--- src/rtl/pipe_pkg.sv ---
// Shared pipeline-stage definitions: occupancy width, stage states,
// and WB control-field bit positions used when packing payloads.
package pipe_pkg;

  localparam int OCC_W = 2;

  localparam int WB_REGWRITE = 1;
  localparam int WB_MEMTOREG = 0;

  typedef enum logic [1:0] {
    ST_EMPTY,
    ST_MAIN,
    ST_FULL
  } pipe_state_e;

  function automatic logic [OCC_W-1:0] occ_of(
    input pipe_state_e s
  );
    logic [OCC_W-1:0] n;
    n = '0;
    unique case (s)
      ST_EMPTY: n = 2'd0;
      ST_MAIN:  n = 2'd1;
      ST_FULL:  n = 2'd2;
      default:  n = 2'd0;
    endcase
    return n;
  endfunction

endpackage

--- src/rtl/pipe_skid_entry.sv ---
// One valid+data holding register; clear wins over load and
// returns the payload to RST_VAL.
module pipe_skid_entry
  import pipe_pkg::*;
#(
  parameter int                DATA_W  = 32,
  parameter logic [DATA_W-1:0] RST_VAL = '0
) (
  input  logic              clk,
  input  logic              rst_n,
  input  logic              load,
  input  logic              clear,
  input  logic [DATA_W-1:0] d,
  output logic              valid,
  output logic [DATA_W-1:0] q
);

  always_ff @(posedge clk or negedge rst_n) begin
    if (!rst_n) begin
      valid <= 1'b0;
      q     <= RST_VAL;
    end else if (clear) begin
      valid <= 1'b0;
      q     <= RST_VAL;
    end else if (load) begin
      valid <= 1'b1;
      q     <= d;
    end
  end

endmodule

--- src/rtl/pipe_stage_reg.sv ---
// Parametrised valid/ready pipeline stage with optional 2-entry skid.
// `define PIPE_STAGE_PERF_EN adds saturating stall/bubble counters.
module pipe_stage_reg
  import pipe_pkg::*;
#(
  parameter int                DATA_W  = 32,
  parameter logic [DATA_W-1:0] RST_VAL = '0,
  parameter bit                SKID_EN = 1'b1
) (
  input  logic              clk_i,
  input  logic              rst_i,
  input  logic              up_valid_i,
  input  logic [DATA_W-1:0] up_data_i,
  output logic              up_ready_o,
  output logic              dn_valid_o,
  output logic [DATA_W-1:0] dn_data_o,
  input  logic              dn_ready_i,
  input  logic              flush_i,
  output logic [OCC_W-1:0]  occupancy_o
`ifdef PIPE_STAGE_PERF_EN
  ,
  output logic [31:0]       stall_cnt_o,
  output logic [31:0]       bubble_cnt_o
`endif
);

  pipe_state_e state_q, state_d;

  logic              up_fire;
  logic              dn_fire;
  logic              can_take;
  logic              main_load;
  logic              main_clr;
  logic              skid_load;
  logic              skid_clr;
  logic              main_valid;
  logic              skid_valid;
  logic [DATA_W-1:0] main_d;
  logic [DATA_W-1:0] main_q;
  logic [DATA_W-1:0] skid_q;

  // With the skid, ready comes straight from a flop (skid free).
  assign can_take = SKID_EN ? ~skid_valid
                            : (~main_valid | dn_ready_i);

  assign up_ready_o = rst_i & ~flush_i & can_take;
  assign up_fire    = up_valid_i & up_ready_o;
  assign dn_fire    = main_valid & dn_ready_i;

  assign dn_valid_o  = main_valid;
  assign dn_data_o   = main_q;
  assign occupancy_o = occ_of(state_q);

  always_ff @(posedge clk_i or negedge rst_i) begin
    if (!rst_i) state_q <= ST_EMPTY;
    else        state_q <= state_d;
  end

  always_comb begin
    state_d   = state_q;
    main_load = 1'b0;
    main_clr  = 1'b0;
    main_d    = up_data_i;
    skid_load = 1'b0;
    skid_clr  = 1'b0;
    if (flush_i) begin
      state_d  = ST_EMPTY;
      main_clr = 1'b1;
      skid_clr = 1'b1;
    end else begin
      unique case (state_q)
        ST_EMPTY: begin
          if (up_fire) begin
            main_load = 1'b1;
            state_d   = ST_MAIN;
          end
        end
        ST_MAIN: begin
          // Accept-without-drain only reachable when SKID_EN=1.
          unique case (1'b1)
            up_fire && !dn_fire: begin
              skid_load = 1'b1;
              state_d   = ST_FULL;
            end
            up_fire && dn_fire: begin
              main_load = 1'b1;
            end
            !up_fire && dn_fire: begin
              main_clr = 1'b1;
              state_d  = ST_EMPTY;
            end
            default: ;
          endcase
        end
        ST_FULL: begin
          if (dn_fire) begin
            main_load = 1'b1;
            main_d    = skid_q;
            skid_clr  = 1'b1;
            state_d   = ST_MAIN;
          end
        end
        default: state_d = ST_EMPTY;
      endcase
    end
  end

  pipe_skid_entry #(
    .DATA_W  (DATA_W),
    .RST_VAL (RST_VAL)
  ) u_main (
    .clk   (clk_i),
    .rst_n (rst_i),
    .load  (main_load),
    .clear (main_clr),
    .d     (main_d),
    .valid (main_valid),
    .q     (main_q)
  );

  pipe_skid_entry #(
    .DATA_W  (DATA_W),
    .RST_VAL (RST_VAL)
  ) u_skid (
    .clk   (clk_i),
    .rst_n (rst_i),
    .load  (skid_load),
    .clear (skid_clr),
    .d     (up_data_i),
    .valid (skid_valid),
    .q     (skid_q)
  );

`ifdef PIPE_STAGE_PERF_EN
  always_ff @(posedge clk_i or negedge rst_i) begin
    if (!rst_i) begin
      stall_cnt_o  <= '0;
      bubble_cnt_o <= '0;
    end else begin
      if (main_valid && !dn_ready_i && !(&stall_cnt_o))
        stall_cnt_o <= stall_cnt_o + 32'd1;
      if (!main_valid && dn_ready_i && !(&bubble_cnt_o))
        bubble_cnt_o <= bubble_cnt_o + 32'd1;
    end
  end
`endif

endmodule

--- config.mk ---
export PLATFORM = sky130hd
export DESIGN_NAME = pipe_stage_reg
export DESIGN_NICKNAME = d
export VERILOG_FILES = /design/src/rtl/pipe_pkg.sv /design/src/rtl/pipe_skid_entry.sv /design/src/rtl/pipe_stage_reg.sv
export SDC_FILE = /design/constraint.sdc
export NUM_CORES = 1
export LEC_CHECK = 0
export BUFFER_PORTS_ARGS = -buffer_cell sky130_fd_sc_hd__buf_2
export CAP_MARGIN = 20
export CELL_PAD_IN_SITES_DETAIL_PLACEMENT = 1
export CELL_PAD_IN_SITES_GLOBAL_PLACEMENT = 1
export CORE_MARGIN = 2
export CORE_UTILIZATION = 40
export CTS_CLUSTER_DIAMETER = 30
export CTS_CLUSTER_SIZE = 20
export DETAILED_ROUTE_END_ITERATION = 12
export HOLD_SLACK_MARGIN = 0.12
export PLACE_DENSITY_LB_ADDON = 0.1
export RECOVER_POWER = 50
export REMOVE_ABC_BUFFERS = 1
export SYNTH_ARGS = -nofsm -noshare
export SYNTH_HDL_FRONTEND = slang
export SYNTH_SLANG_ARGS = --single-unit
--- constraint.sdc ---
create_clock -name clk_i -period 5.2 [get_ports clk_i]
set_clock_uncertainty 0.1 [all_clocks]
set_input_delay 0.26 -clock clk_i [delete_from_list [all_inputs] [get_ports clk_i]]
set_output_delay 0.26 -clock clk_i [all_outputs]
set_load 0.01 [all_outputs]
==> metrics.log <==
[metrics] worst-margin pin slew: between 700 and 800 ps
[metrics] #FFs+latches synth: 68
[metrics] WP depth: 7
[metrics] worst max-slew margin expressed relative to the limit: roughly 48%
[metrics] total grt overflow: 0
[metrics] vias in the first global route: 2335
[metrics] Max clock buf depth: 2
[metrics] final critical delay including setup and external delays: around 2700 ps
[metrics] Cells on Worst Hold Path: 2
[metrics] post-CTS setup-driven buffer insertion count: 0
[metrics] die footprint: between 7000 and 8000 um2
[metrics] library cell with the largest summed area after synthesis: sky130_fd_sc_hd__dfrtp_1
[metrics] share of cells above drive strength 1: roughly a fifth
[metrics] number of synthesized flops with an enable pin: 0
[metrics] Pwr per Cell Area: around 300 nW/um2
[metrics] mapped cell area: 2910 um2
[metrics] peak supply drop: 0.121 mV
[metrics] wirelength, routed: slightly above 7000 um
[metrics] total global-route track usage: 19.7%
[metrics] TritonCTS sink count: between 60 and 70
[metrics] critical path class: in -> reg
[metrics] outcome: completed
[metrics] signed area change from the synthesized netlist to the final layout: 30.4%
[metrics] Avg WL per Cell: about 17 um
[metrics] number of antenna violations at the first check in global routing: 0
[metrics] first-iteration detailed-routing DRC count: 71
[metrics] std cell rows: 31
[metrics] mean instance size in the synthesized netlist: between 10 and 15 um2
[metrics] total number of nets in the final design: 350
[metrics] Setup-failing EPs final: 0
[metrics] required time of the critical path: ~5300 ps
[metrics] number of design rule violations left after detail routing: 0
[metrics] starting density of the core: between 40% and 50%
[metrics] Worst path max stage delay: about 540 ps
[metrics] Worst Setup Slack post-DPL: between 2000 and 3000 ps
[metrics] period utilization: 52.7%
[metrics] detailed-route via count: ~2200
[metrics] cell type group with the largest total delay on the critical path: buffers and inverters
[metrics] predominant post-synthesis flop cell: sky130_fd_sc_hd__dfrtp_1
[metrics] area taken by multi-input logic gates: 1080 um2
[metrics] number of buffers created by CTS: 9
[metrics] final hold slack: around 170 ps
[metrics] peak fanout along the critical path: 33
[metrics] fraction of synthesized cell area taken by the top area cell type: 58.4%
[metrics] capture instance of the worst register-to-register path: u_main.q[25]
[metrics] area inside the core boundary: about 7100 um2
[metrics] RSZ-0062 raised after global routing: false
[metrics] maximum number of pins on one net before global-route repair: between 60 and 70
[metrics] Crit. End Element: flop
[metrics] number of antenna diodes: 0
[metrics] leakage power figure: slightly below 2 nW
[metrics] First-pass DRT Iterations: 4
[metrics] cell count of the worst reg-to-reg path: 6
[metrics] end point of the critical path: u_skid.q[3]
[metrics] number of filler instances in the final layout: just under 800
[metrics] TritonCTS clock tree: built
[metrics] I/O Buffers: between 70 and 80
[metrics] number of pins exceeding their max-slew limit in the final report: 0
[metrics] sum of buffers and inverters on the critical path: 3
[metrics] maximum frequency from static timing analysis: ~0.37 GHz
[metrics] HPWL reported at the end of detailed placement: between 4000 and 5000 um
[metrics] maximum capacitance violations: 0
[metrics] remaining antenna violation count: 0
[metrics] register area: 1700 um2
[metrics] number of H-tree branching levels: 3
[metrics] synthesized instance count: between 200 and 250
[metrics] most common library cells after synthesis: sky130_fd_sc_hd__dfrtp_1 (68), sky130_fd_sc_hd__a22o_1 (32), sky130_fd_sc_hd__mux2i_1 (32), sky130_fd_sc_hd__o2bb2ai_1 (32), sky130_fd_sc_hd__buf_2 (8)
[metrics] startpoint class of the critical path: input port
[metrics] buffer cell driving the clock tree root: sky130_fd_sc_hd__clkbuf_8
[metrics] CTS clk-pin slew, worst paths: approximately 70 ps
[metrics] worst-path cell with the longest stage delay: sky130_fd_sc_hd__dlygate4sd3_1
[metrics] global-route wire length before repair: around 12000 um
[metrics] arrival time worst endpoint: around 2800 ps
[metrics] drt via density: 5.16
[metrics] CP startpoint: rst_i
[metrics] GP Congestion: 0.820
[metrics] crit path setup slack, layout: 2460 ps
[metrics] chain of cells forming the critical path: dlygate4sd3_1, clkbuf_1, and4bb_1, and3_4, nor3b_4, buf_4, a22o_1
[metrics] Hold Violations, Final: 0
[metrics] horizontal die dimension: roughly 89 um
[metrics] final setup TNS: 0 ps
[metrics] worst reg2reg setup slack: between 2000 and 3000 ps
[metrics] I/O Pins: between 70 and 80
[metrics] cells taking the most area after synthesis: sky130_fd_sc_hd__dfrtp_1 (58%), sky130_fd_sc_hd__mux2i_1 (11%), sky130_fd_sc_hd__a22o_1 (9.6%)
[metrics] origin of the critical flop-to-flop path: state_q[1]
[metrics] async set or reset register ratio after synthesis: 100%
[metrics] vertical die dimension: between 80 and 90 um
[metrics] post-synthesis cell type count: 27
[metrics] post-layout power: 0.00112 W
[metrics] Synthesis Warnings: 0
[metrics] most frequent cell after synthesis: sky130_fd_sc_hd__dfrtp_1
[metrics] Clock Latency Late Sink: approximately 320 ps
[metrics] post-CTS sizing: 0
[metrics] sequential element share of the synthesized area: just under 60%
[metrics] class of the worst hold path: in -> reg
## per-stage QoR
stage	cell area (um2)	std cells	util [%]
2_1_floorplan	2780	191	-
3_3_place_gp	3310	367	46.4
3_5_place_dp	3310	367	46.4
4_1_cts	3850	417	53.9
5_1_grt	3800	417	53.3
6_report	3800	417	53.3
## worst min path at each step
stage / slack (ps) / start / to
after floorplan: -140 / rst_i / state_q[0]
after global placement: 30 / rst_i / u_main.q[12]
after detailed placement: 40 / rst_i / u_main.q[28]
after CTS: 160 / flush_i / u_skid.valid
after global routing: 180 / flush_i / u_skid.valid
final: 170 / flush_i / u_skid.valid
## metal layers
layer | GRT usage [%] | share of wire, %
met3 | 3.60 | 3.6
met1 | 27.8 | 47
met2 | 31.2 | 49
met4 | 5.29 | 0.54
met5 | 0 | 0
## cells in the final DEF, fill, tap and decap left out
| cell | synthesis | layout |
|---|---|---|
| sky130_fd_sc_hd__nor3b_4 | 1 | 1 |
| sky130_fd_sc_hd__o2bb2ai_1 | 32 | 32 |
| sky130_fd_sc_hd__a21boi_0 | 1 | 1 |
| sky130_fd_sc_hd__nor2b_1 | 1 | 1 |
| sky130_fd_sc_hd__o21ai_0 | 1 | 1 |
| sky130_fd_sc_hd__buf_2 | 8 | 38 |
| sky130_fd_sc_hd__o21a_1 | 2 | 2 |
| sky130_fd_sc_hd__and4bb_1 | 0 | 1 |
| sky130_fd_sc_hd__clkbuf_8 | 0 | 10 |
| sky130_fd_sc_hd__mux2i_1 | 32 | 32 |
| sky130_fd_sc_hd__bufinv_16 | 0 | 1 |
| sky130_fd_sc_hd__o21ba_2 | 1 | 1 |
| sky130_fd_sc_hd__a211oi_1 | 1 | 1 |
| sky130_fd_sc_hd__a211oi_4 | 0 | 1 |
| sky130_fd_sc_hd__clkinv_4 | 0 | 1 |
| sky130_fd_sc_hd__nor2_1 | 4 | 4 |
| sky130_fd_sc_hd__nand2_1 | 3 | 3 |
| sky130_fd_sc_hd__nand3_2 | 0 | 1 |
| sky130_fd_sc_hd__buf_4 | 1 | 5 |
| sky130_fd_sc_hd__a22o_1 | 32 | 32 |
| sky130_fd_sc_hd__clkinvlp_4 | 0 | 1 |
| sky130_fd_sc_hd__nor3b_1 | 1 | 1 |
| sky130_fd_sc_hd__dfrtp_1 | 68 | 68 |
| sky130_fd_sc_hd__nor3_1 | 1 | 1 |
| sky130_fd_sc_hd__and2b_1 | 0 | 1 |
| sky130_fd_sc_hd__a21oi_1 | 3 | 3 |
| sky130_fd_sc_hd__o32a_1 | 1 | 1 |
| sky130_fd_sc_hd__and3_4 | 1 | 1 |
| sky130_fd_sc_hd__dlygate4sd3_1 | 0 | 34 |
| sky130_fd_sc_hd__xnor2_1 | 1 | 1 |
| sky130_fd_sc_hd__clkbuf_1 | 2 | 37 |
## layout make-up
| type | count | area share (%) |
|---|---|---|
| clock buffers | 13 | 3.92 |
| clock inverters | 3 | 1.22 |
| multi-input cells | 123 | 28.5 |
| flip-flops and latches | 68 | 44.8 |
| well taps | 99 | 3.26 |
| repair buffers | 111 | 18.3 |
## state kept, by name, summed over array words and instances (netlist names)
| name | count |
|---|---|
| u_main.q | 32 |
| state_q | 2 |
| u_skid.q | 32 |
| u_skid.valid | 1 |
| u_main.valid | 1 |
## cells by family after synthesis
family          share of synthesized area [%]
xor+xnor                                0.301
simple gates                             3.65
buf+inv                                  4.59
mux                                      11.0
compound gates                           22.1
flops                                    58.4
## repair_timing
item                                    4_1_cts  5_1_grt
endpoints found under the setup margin        0        0
endpoints found under the hold margin        40        0
hold buffers                                 34        0
## power by group
group	switching, W	internal, W
Clock	0.000191	0.000236
Combinational	0.0000692	0.0000573
Sequential	0.0000136	0.000549
Total	0.000274	0.000842
Note: power is estimated with default switching activity, not from simulation.
